### config.mk
export PLATFORM = sky130hd
export DESIGN_NAME = cond_unit
export DESIGN_NICKNAME = d
export VERILOG_FILES = /design/src/rtl/cond_unit.sv
export SDC_FILE = /design/constraint.sdc
export NUM_CORES = 1
export LEC_CHECK = 0
export ABC_AREA = 1
export BUFFER_PORTS_ARGS = -buffer_cell sky130_fd_sc_hd__buf_2
export CORE_AREA = 2 2 39 41
export CTS_BUF_LIST = sky130_fd_sc_hd__clkbuf_8 sky130_fd_sc_hd__clkbuf_16
export CTS_CLUSTER_DIAMETER = 100
export DETAILED_ROUTE_END_ITERATION = 8
export DIE_AREA = 0 0 41 43
export GPL_TIMING_DRIVEN = 0
export SETUP_SLACK_MARGIN = 0.05
export SYNTH_ARGS = -nofsm -noshare
export SYNTH_HDL_FRONTEND = slang
export SYNTH_SLANG_ARGS = --single-unit
### constraint.sdc
create_clock -name i_clk -period 3 [get_ports i_clk]
set_clock_uncertainty 0.2 [all_clocks]
set_input_delay 0.45 -clock i_clk [delete_from_list [all_inputs] [get_ports i_clk]]
set_output_delay 0.45 -clock i_clk [all_outputs]
set_load 0.02 [all_outputs]
### src/rtl/cond_unit.sv
// Conditional-execution unit: holds the NZCV flags, evaluates the condition
// field against them and gates the decoder write-enables.
module cond_unit (
    input  logic       i_clk,
    input  logic       i_rst_n,
    input  logic [3:0] i_cond,
    input  logic [3:0] i_alu_flags,
    input  logic [1:0] i_flag_w,
    input  logic       i_no_write,
    input  logic       i_pcs,
    input  logic       i_reg_w,
    input  logic       i_mem_w,
    output logic [3:0] o_flags,
    output logic       o_cond_ex,
    output logic       o_pc_src,
    output logic       o_reg_write,
    output logic       o_mem_write
);

    logic r_n;
    logic r_z;
    logic r_c;
    logic r_v;
    logic w_cond_raw;
    logic w_cond_ex;

    function automatic logic cond_eval(input logic [3:0] cond, input logic n,
                                       input logic z, input logic c, input logic v);
        logic pass;
        case (cond)
            4'b0000: pass = z;
            4'b0001: pass = ~z;
            4'b0010: pass = c;
            4'b0011: pass = ~c;
            4'b0100: pass = n;
            4'b0101: pass = ~n;
            4'b0110: pass = v;
            4'b0111: pass = ~v;
            4'b1000: pass = c & ~z;
            4'b1001: pass = ~c | z;
            4'b1010: pass = (n == v);
            4'b1011: pass = (n != v);
            4'b1100: pass = ~z & (n == v);
            4'b1101: pass = z | (n != v);
            4'b1110: pass = 1'b1;
            default: pass = 1'b0;
        endcase
        return pass;
    endfunction

    // Evaluated only against stored flags so an instruction never sees its own result.
    always_comb begin
        w_cond_raw = cond_eval(i_cond, r_n, r_z, r_c, r_v);
    end

    assign w_cond_ex   = i_rst_n & w_cond_raw;
    assign o_cond_ex   = w_cond_ex;
    assign o_pc_src    = i_pcs & w_cond_ex;
    assign o_reg_write = i_reg_w & w_cond_ex & ~i_no_write;
    assign o_mem_write = i_mem_w & w_cond_ex;
    assign o_flags     = {r_n, r_z, r_c, r_v};

    // N,Z and C,V halves update independently so logical ops preserve C,V.
    always_ff @(posedge i_clk or negedge i_rst_n) begin
        if (!i_rst_n) begin
            r_n <= 1'b0;
            r_z <= 1'b0;
            r_c <= 1'b0;
            r_v <= 1'b0;
        end else begin
            if (i_flag_w[1] && w_cond_ex) begin
                r_n <= i_alu_flags[3];
                r_z <= i_alu_flags[2];
            end
            if (i_flag_w[0] && w_cond_ex) begin
                r_c <= i_alu_flags[1];
                r_v <= i_alu_flags[0];
            end
        end
    end

endmodule

# Word level (Yosys, flattened, before mapping)
# Cells that the tools add are included.
[op_classes] add_sub_neg=0 mul=0 div_mod_pow=0 magnitude_cmp=0 n_eq_ne=16 shift=0 n_mux=1 bitwise=14 n_reduce_logical=3
[op_table] op="equality test 4 bit, second input constant" n=7
[op_table] op="equality test 4 x 3 -> 1 bit, second input constant" n=4
[op_table] op="case mux 1 bit (15 select lines)" n=1
[op_table] op="equality test 4 x 2 -> 1 bit, second input constant" n=2
[op_table] op="bitwise AND 1 bit" n=7
[op_table] op="inverter 1 bit" n=5
[op_table] op="equality test 4 x 1 -> 1 bit, second input constant" n=1
[op_table] op="zero test 4 bit" n=1
[op_table] op="logical AND 1 bit" n=2
[op_table] op="bitwise OR 1 bit" n=2
[op_table] op="equality test 1 bit" n=1
[op_table] op="inequality test 1 bit" n=1
[totals] reg_bits=4 latch_bits=0 ramBits=0 mem_bits_ro=0 output_inout_bits=8 elab_cells=38 mem_count=0

# Logic depth before layout (Yosys ltp)
# Gate-level depths: netlist of run 1.
[logic_depth] depth_word=6 depth_mapped=12 mapped_depth_nobuf=12

# Worst setup path after synthesis of run 1
# OpenSTA, ideal clock, no wires.
[synth_path] kind="input to output" start="input i_cond[2]" end="output o_mem_write" arrival_ns=1.327 required_time_ns=2.350 slack_ns=1.023 cell_stages=8 path_cell_list="inv_1 -> nor2_1 -> nand2_1 -> a21oi_1 -> nor2_1 -> nand2_4 -> nand2_2 -> nor2_1"
[synth_between] elab_chain_cells=4 elab_cells_between_ends=18 classes_between="eq/ne: 14; mux: 1; bitwise: 2; reduce/logical: 1"
[synth_lines] item="from (decl)" line_no="6" text="input logic [3:0] i_cond,"
[synth_lines] item="equality test 4 bit (tied with other cells)" line_no="30" text="case (cond)"
[synth_lines] item="case mux 1 bit (15 select lines) (*)" line_no="30"
[synth_lines] item="bitwise AND 1 bit (*)" line_no="56" text="assign w_cond_ex = i_rst_n & w_cond_raw;"
[synth_lines] item="bitwise AND 1 bit (*)" line_no="60" text="assign o_mem_write = i_mem_w & w_cond_ex;"
[synth_lines] item="to (decl)" line_no="17" text="output logic o_mem_write"
# Mark *: on every way between the ends. The rest lies on a longest branch, timed or not.

# Worst setup path in the final report of run 1
[layout_path] start="input i_rst_n" end="output o_reg_write"
[layout_between] elab_chain_cells=3
[layout_lines] item="from (decl)" line_no="5" text="input logic i_rst_n,"
[layout_lines] item="bitwise AND 1 bit" line_no="56"
[layout_lines] item="bitwise AND 1 bit (2 in series)" line_no="59" text="assign o_reg_write = i_reg_w & w_cond_ex & ~i_no_write;"
[layout_lines] item="to (decl)" line_no="16" text="output logic o_reg_write,"
# No other way between the ends.

==> flow_summary.ini, run 1 <==
[pwr]
seqPwrFrac_pct = 23.4
power_uw = 482
powerDensity_mw_per_mm2 = 741
internal_power_uw = 275
ir_drop_v = 0.000416
clockPowerShare_pct = 22.7
p_comb_share_pct = 53.9
switching_share_pct = 43.0
p_leak_nw = 0.393
power.switching_uw = 208

[setup_path]
cp_slowest_cell = dlygate4sd3_1
required_ns = 2.35
cp_slowest_stage_delay_ns = 0.52
cpLargestDelayFamily = buffers and inverters
worstPathArrival_ns = 1.61
cp_max_fo = 11
path_class = in2out
critPathCaptureType = primary output
crit_chain = dlygate4sd3_1 > buf_2 > nand2_2 > nor3_2 > buf_2
crit_top_cell = buf_2
worst-path-buf-inv = 3
start_kind = input port

[placed_design]
place_area_um2 = 599
gp_congestion = 0.680
hpwlAfterDp_um = 887
port-buffer-count = 23

[sta]
hold_viol = 0
whs_ns = 0.295
final_max_slew_viol_count = 0
setup_viol = 0
period_share_pct = 75.5
rsz0062_at_grt = no
relSlewSlack_pct = 84.6
worst_pin_slew_ns = 0.230
period_minus_slack_ns = 2.26
max_freq_mhz = 442
setup_tns_ns = 0

[global_routing]
grt_pass1_wl_mm = 1.79
grt_max_degree = 12
antenna_found_initial = 0
grtUsageTotal_pct = 14.0
grt_pass1_vias = 488
overflow = 0

[synthesis]
synth_top_family_by_area = simple AND/OR/NAND/NOR gates
yosys_warnings = 0
ys_seq_area_share_pct = 21.6
ys_types = 16
synthSimpleGateAreaFrac_pct = 60.1
synthXorXnorAreaFrac_pct = 0
syn_area_um2 = 464
synth_compound_area_share_pct = 2.16
synthMuxAreaShare_pct = 0
synth_cells = 79
synth_fa_ha_area_share_pct = 0
syn_avg_cell_area_um2 = 5.88
synth.ff_latch_count = 4
syn_nets = 95

[finish]
fin_util_pct = 47.0
syn2layout_area_growth_pct = 40.2
final_common_cell = nand2_1
drive_gt1_share_pct = 38.7
design_area_um2 = 651
n_antenna_cell = 0
nNetsFinal = 124
regArea_um2 = 100
most-common-layout-cells = nand2_1, buf_2, inv_1
fillers = 144
multiInputGateArea_um2 = 289

[die]
fp.dieW_um = 41
pin_count = 24
core_area_mm2 = 0.00138
start_util_pct = 33.5
dieArea_mm2 = 0.00176
die_y_um = 43
num_rows = 14

[drt]
postRouteAntennaNets = 0
drt_wl_total_mm = 1.08
dr.pass1.iters = 4
drc = 0
dr.first_iter.drc_count = 6
avgRoutedWirePerCell_um = 8.81
num_vias = 569
viasPerCell = 4.66

[worst_hold_path]
hp-class = in2reg

[cts]
clock_sinks = 4
clk_pin_slew_worst_paths_ns = 0.03
cts_buffers = 3
clockBufferDepth = 2
clk_latency_ns = 0.21
cts_resized = 0
cts_tree = done
clock_tree.root_cell = clkbuf_8
h-tree-depth = 1

[outcome]
outcome = finished, final reports clean

[run]
cap_viol_max_count = 0
final timing paths:
path                                 startpoint               to  slack, ns  cells after the start
worst max-delay path                    i_rst_n      o_reg_write       0.74                      5
worst min-delay path             i_alu_flags[2]  r_z$_DFFE_PN0P_       0.29                      3
worst min register to register  r_c$_DFFE_PN0P_  r_c$_DFFE_PN0P_       0.32                      2
min in group asynchronous               i_rst_n  r_z$_DFFE_PN0P_       0.43                      2
worst max register to register  r_n$_DFFE_PN0P_  r_c$_DFFE_PN0P_       1.47                     11
max in group asynchronous               i_rst_n  r_v$_DFFE_PN0P_       1.97                      2
worst reg2reg max path, cell delays in order (launching register included):
cell,delay (ns)
dfrtp_1,0.40
inv_1,0.08
nand2_1,0.10
nand2_2,0.07
nand2_2,0.06
nand2_1,0.05
nand2_1,0.05
nand2_1,0.06
nor2_2,0.12
nand2_4,0.10
nand4_1,0.09
nand2_1,0.05
cell usage after synthesis:
cell type / number / share of area, %
nor3_2: 1 / 2.2
nor2_2: 1 / 1.3
nand3b_1: 2 / 3.2
nand4_1: 4 / 5.4
inv_2: 3 / 2.4
nand3_1: 8 / 8.6
a21oi_1: 2 / 2.2
nor2_1: 8 / 6.5
dfrtp_1: 4 / 22
nand2_4: 1 / 2.4
buf_4: 4 / 6.5
nand2_2: 3 / 4.0
nand3_2: 2 / 4.3
inv_1: 9 / 7.3
nor3_1: 1 / 1.1
nand2_1: 26 / 21
power by group through the flow:
stage	clock (mW)	sequential [mW]	combinational [mW]
floorplan	0	0.104	0.199
global placement	0	0.114	0.256
detailed placement	0	0.114	0.260
CTS	0.113	0.114	0.262
global route	0.116	0.119	0.290
finish	0.110	0.113	0.260
kinds of logic (layout without fill, tap and decap cells):
| logic type | after synthesis | in the layout |
|---|---|---|
| buffers and inverters | 16 | 43 |
| AOI/OAI and AO/OA | 2 | 2 |
| DFF | 4 | 4 |
| and+or+nand+nor | 57 | 57 |
layout make-up:
| type | count | share of cell area (%) |
|---|---|---|
| inverters | 12 | 6.92 |
| well taps | 16 | 3.08 |
| multi-input cells | 59 | 44.4 |
| repair buffers | 24 | 19.2 |
| plain buffers | 4 | 4.62 |
| clock buffers | 3 | 6.35 |
| flip-flops and latches | 4 | 15.4 |
stage by stage:
stage | instances | setup slack [ns]
2_1_floorplan | 79 | 1.02
3_3_place_gp | 118 | 0.823
3_5_place_dp | 118 | 0.830
4_1_cts | 122 | 0.724
5_1_grt | 122 | 0.592
6_report | 122 | 0.736
sequential cells by signal (all words and copies together), names as in the netlist:
name / flops
r_z: 1
r_n: 1
r_v: 1
r_c: 1
routing by layer:
layer,GRT usage [%],vias up,share of wire [%],wire length (um)
met5,0,-,0,0
met4,2.00,0,0,0
met3,1.57,0,6.6,71
met2,25.6,22,50,534
met1,16.5,245,44,469
li1,-,302,-,-
timing repair:
item                                   4_1_cts  5_1_grt
endpoints found under the hold margin        4        0
buffers inserted                             0        0
hold buffers                                 1        0
No activity file was read; power rests on OpenSTA's default activity.
==> inputs of run 2 (changes only) <==
- PLACE_DENSITY: default -> 0.67
- clock period: 3 -> 1.9 ns (I/O delays scaled with it)
==> run 2 against run 1 <==
The flow now finishes with violations (negative setup slack). Design area is 9.2% higher. Critical path depth up 7. Combinational power up 99%. Cell count rose by 3.3%. Global-route usage is 2.8 points higher. Via count up 5.6%. Worst hold slack got worse by 0.17 ns. Sequential power up 55%. Power rose by 80%. Critical path type is now reg2out. Highest routed layer is now met4.
==> flow_summary.ini, run 2 (synthesized netlist as in run 1, its figures left out) <==
[worst_hold_path]
hp-class = in2reg

[drt]
avgRoutedWirePerCell_um = 9.93
viasPerCell = 4.77
drc = 0
dr.first_iter.drc_count = 0
dr.pass1.iters = 1
num_vias = 601
drt_wl_total_mm = 1.25
postRouteAntennaNets = 0

[die]
start_util_pct = 33.5
dieArea_mm2 = 0.00176
core_area_mm2 = 0.00138
fp.dieW_um = 41
num_rows = 14
pin_count = 24
die_y_um = 43

[sta]
hold_viol = 0
period_share_pct = 103
max_freq_mhz = 511
worst_pin_slew_ns = 0.224
relSlewSlack_pct = 85.0
setup_viol = 4
whs_ns = 0.126
rsz0062_at_grt = yes
final_max_slew_viol_count = 0
setup_ws_ns = -0.0584
period_minus_slack_ns = 1.96

[setup_path]
r2r.worst_path.cells = 13
worstPathArrival_ns = 1.47
critPathCapture = o_reg_write
reg2reg_setup_slack_ns = 0.29
reg2reg_to = r_c$_DFFE_PN0P_
startpoint = r_v$_DFFE_PN0P_
critPathCaptureType = primary output
start_kind = register
path_class = reg2out
cp_max_fo = 4
required_ns = 1.41
timing.rr.start = r_v$_DFFE_PN0P_

[pwr]
power_uw = 868
clockPowerShare_pct = 20.4
p_comb_share_pct = 59.5
ir_drop_v = 0.000663
switching_share_pct = 42.4
powerDensity_mw_per_mm2 = 1220
power.switching_uw = 368
seqPwrFrac_pct = 20.1
internal_power_uw = 500
p_leak_nw = 0.420

[placed_design]
gp_congestion = 0.664
hpwlAfterDp_um = 944
port-buffer-count = 23

[finish]
drive_gt1_share_pct = 46.4
nNetsFinal = 128
fillers = 148
final_common_cell = nand2_1
syn2layout_area_growth_pct = 53.1
n_antenna_cell = 0
most-common-layout-cells = nand2_1, buf_2, buf_4

[global_routing]
antenna_found_initial = 0
overflow = 0
grt_max_degree = 9
grt_pass1_vias = 587
grtUsageTotal_pct = 16.8
grt_pass1_wl_mm = 2.00

[cts]
clk_latency_ns = 0.22
cts_tree = done
cts_buffers = 3
h-tree-depth = 1
clock_sinks = 4
clockBufferDepth = 2
clk_pin_slew_worst_paths_ns = 0.03
clock_tree.root_cell = clkbuf_8

[run]
cap_viol_max_count = 0

[outcome]
outcome = finished with violations
violations = negative setup slack
==> run 2: timing repair <==
action,in CTS,in global routing
resized for setup,10,2
setup buffers,4,0
endpoints found under the setup margin,4,4
hold buffers,1,0
endpoints found under the hold margin,4,0
==> run 2: power by group through the flow <==
stage / Combinational (mW) / Sequential, mW / Clock, mW
global placement: 0.403 / 0.180 / 0
CTS: 0.515 / 0.172 / 0.182
detailed placement: 0.412 / 0.180 / 0
finish: 0.517 / 0.175 / 0.177
floorplan: 0.314 / 0.164 / 0
global route: 0.569 / 0.181 / 0.185
==> run 2: stage by stage <==
stage / TNS, ns / worst slack [ns] / instance area, um^2 / utilization (%) / cells
2_1_floorplan: 0 / 0.118 / 464 / - / 79
3_3_place_gp: 0 / 0.0435 / 599 / 43.3 / 118
3_5_place_dp: -0.00672 / -0.00672 / 599 / 43.3 / 118
4_1_cts: -0.184 / -0.0551 / 706 / 51.0 / 126
5_1_grt: -0.604 / -0.164 / 711 / 51.4 / 126
6_report: -0.187 / -0.0584 / 711 / 51.4 / 126
==> run 2: per-layer routing <==
layer / GRT usage (%) / vias up / routed length, um
li1: - / 310 / -
met3: 3.14 / 4 / 85
met2: 31.9 / 23 / 659
met1: 14.3 / 264 / 472
met5: 0 / - / 0
met4: 10.0 / 0 / 34
==> run 2: layout make-up <==
type	instances	area (um^2)	area share [%]
repair buffers	28	169	23.8
flip-flops and latches	4	100	14.1
plain buffers	4	30.0	4.23
inverters	12	45.0	6.34
well taps	16	20.0	2.82
clock buffers	3	41.3	5.81
multi-input cells	59	305	43.0
==> run 2: how the worst min path moves through the flow <==
stage                            endpoint           start  depth (start not counted)
final                     r_z$_DFFE_PN0P_  i_alu_flags[2]                          3
after detailed placement  r_v$_DFFE_PN0P_         i_rst_n                          1
after floorplan           r_c$_DFFE_PN0P_         i_rst_n                          0
after CTS                 r_z$_DFFE_PN0P_  i_alu_flags[2]                          3
after global placement    r_z$_DFFE_PN0P_         i_rst_n                          1
after global routing      r_c$_DFFE_PN0P_  i_alu_flags[1]                          3
==> run 2: worst max-delay path, cell delays in order, from the launching register on <==
cell and delay [ns]:
dfrtp_1 0.40, inv_2 0.07, nand2_2 0.05, nand2_2 0.08
nand2_2 0.05, nand2_1 0.05, nand2_1 0.05, nand2_1 0.08
nor2_2 0.05, nand2_4 0.06, nand2_4 0.06, nor3_2 0.10
buf_4 0.16
==> inputs of run 3 (changes only) <==
- GPL_TIMING_DRIVEN: 0 -> default
==> run 3 against run 2 <==
The flow still finishes with violations (negative setup slack). First-iteration DRC count grew 5. Setup slack gained 0.0057 ns. Clock power is essentially flat. Sequential power shrank 2%. Critical path type unchanged. Largest power group unchanged. Highest routed layer unchanged.
==> flow_summary.ini, run 3 (synthesized netlist as in run 1, its figures left out) <==
[sta]
max_freq_mhz = 512
setup_viol = 4
rsz0062_at_grt = yes
setup_ws_ns = -0.0528
period_share_pct = 103
worst_pin_slew_ns = 0.195
final_max_slew_viol_count = 0
hold_viol = 0
relSlewSlack_pct = 86.9
period_minus_slack_ns = 1.95

[outcome]
violations = negative setup slack
outcome = finished with violations

[die]
fp.dieW_um = 41
num_rows = 14
dieArea_mm2 = 0.00176
pin_count = 24
core_area_mm2 = 0.00138
start_util_pct = 33.5
die_y_um = 43

[worst_hold_path]
holdPathStages = 3
min_to = r_n$_DFFE_PN0P_
hold_start = i_alu_flags[3]
hp-class = in2reg

[setup_path]
worstPathArrival_ns = 1.47
start_kind = register
timing.rr.start = r_v$_DFFE_PN0P_
r2r.worst_path.cells = 13
reg2reg_setup_slack_ns = 0.20
path_class = reg2out
critPathCaptureType = primary output
required_ns = 1.41
reg2reg_to = r_c$_DFFE_PN0P_
cp_max_fo = 4

[placed_design]
port-buffer-count = 23
dp.cells = 115
preCtsSetupSlack_ns = 0.0605
gp_congestion = 0.712
hpwlAfterDp_um = 894

[cts]
clock_tree.root_cell = clkbuf_8
clk_pin_slew_worst_paths_ns = 0.03
clock_sinks = 4
clockBufferDepth = 2
h-tree-depth = 1
cts_buffers = 3
cts_tree = done
clk_latency_ns = 0.21

[drt]
num_vias = 572
postRouteAntennaNets = 0
dr.pass1.iters = 4
dr.first_iter.drc_count = 5
viasPerCell = 4.61
drc = 0
avgRoutedWirePerCell_um = 8.58
drt_wl_total_mm = 1.06

[pwr]
powerDensity_mw_per_mm2 = 1200
power_uw = 830
ir_drop_v = 0.000673
p_leak_nw = 0.409

[finish]
n_antenna_cell = 0
syn2layout_area_growth_pct = 49.3
most-common-layout-cells = nand2_1, buf_2, nor2_1, nand3_1, buf_4
fillers = 144
instances_no_fill = 124
final_common_cell = nand2_1
nNetsFinal = 126
drive_gt1_share_pct = 45.4

[global_routing]
grt_pass1_vias = 515
grt_max_degree = 9
grt_pass1_wl_mm = 1.81
grtUsageTotal_pct = 14.6
overflow = 0
antenna_found_initial = 0

[run]
cap_viol_max_count = 0
run 3: cell count changes in the layout (fill, tap and decap cells not counted), sizes merged:
cell,delta
buf,-2
run 3: metal layers:
layer	vias up	global-route usage, %	share of wire (%)
met2	25	25.0	48
met5	-	0	0
met1	240	16.3	43
met4	0	6.00	1.2
met3	2	3.14	8.4
li1	305	-	-
run 3: worst max-delay path by stage:
stage | from | endpoint | cells after the start
floorplan | r_v$_DFFE_PN0P_ | o_mem_write | 11
global placement | r_v$_DFFE_PN0P_ | o_pc_src | 10
detailed placement | r_v$_DFFE_PN0P_ | o_reg_write | 12
CTS | r_v$_DFFE_PN0P_ | o_pc_src | 12
global route | r_n$_DFFE_PN0P_ | o_reg_write | 12
finish | r_v$_DFFE_PN0P_ | o_reg_write | 12
run 3: per-stage QoR:
step                      utilization, %  setup TNS, ns  hold slack [ns]  instance area, um^2
after global placement              41.7              0          -0.0513                  577
after CTS                           49.4         -0.283            0.122                  683
after detailed placement            41.7              0          -0.0500                  577
after floorplan                        -              0           -0.211                  464
final                               50.1         -0.173            0.123                  693
after global routing                50.1         -0.761            0.147                  693
run 3: power by group:
part / total [mW] / switching [mW] / internal (mW)
Sequential: 0.171 / 0.0438 / 0.127
Clock: 0.174 / 0.0393 / 0.135
Combinational: 0.485 / 0.271 / 0.214
Total: 0.830 / 0.355 / 0.475
run 3: repair_timing:
action                     4_1_cts  5_1_grt
hold endpoints to repair         4        0
gates resized for setup         10        1
setup buffers                    4        1
setup endpoints to repair        4        8
hold buffers                     1        0
pin swaps                        1        0
run 3: layout make-up:
cell class | instances | area, um^2 | area share, %
Tap cell | 16 | 20.0 | 2.89
Timing Repair Buffer | 30 | 181 | 26.2
Inverter | 12 | 45.0 | 6.50
Multi-Input combinational cell | 59 | 305 | 44.0
Sequential cell | 4 | 100 | 14.4
Clock buffer | 3 | 41.3 | 5.96
run 3: critical path, stage by stage (launching register included):
cell	delay (ns)
dfrtp_1	0.40
inv_2	0.07
nand2_2	0.05
nand2_2	0.07
nand2_2	0.05
nand2_1	0.05
nand2_1	0.04
nand2_1	0.08
nor2_2	0.05
nand2_4	0.06
nand2_4	0.06
nor3_2	0.10
buf_4	0.16
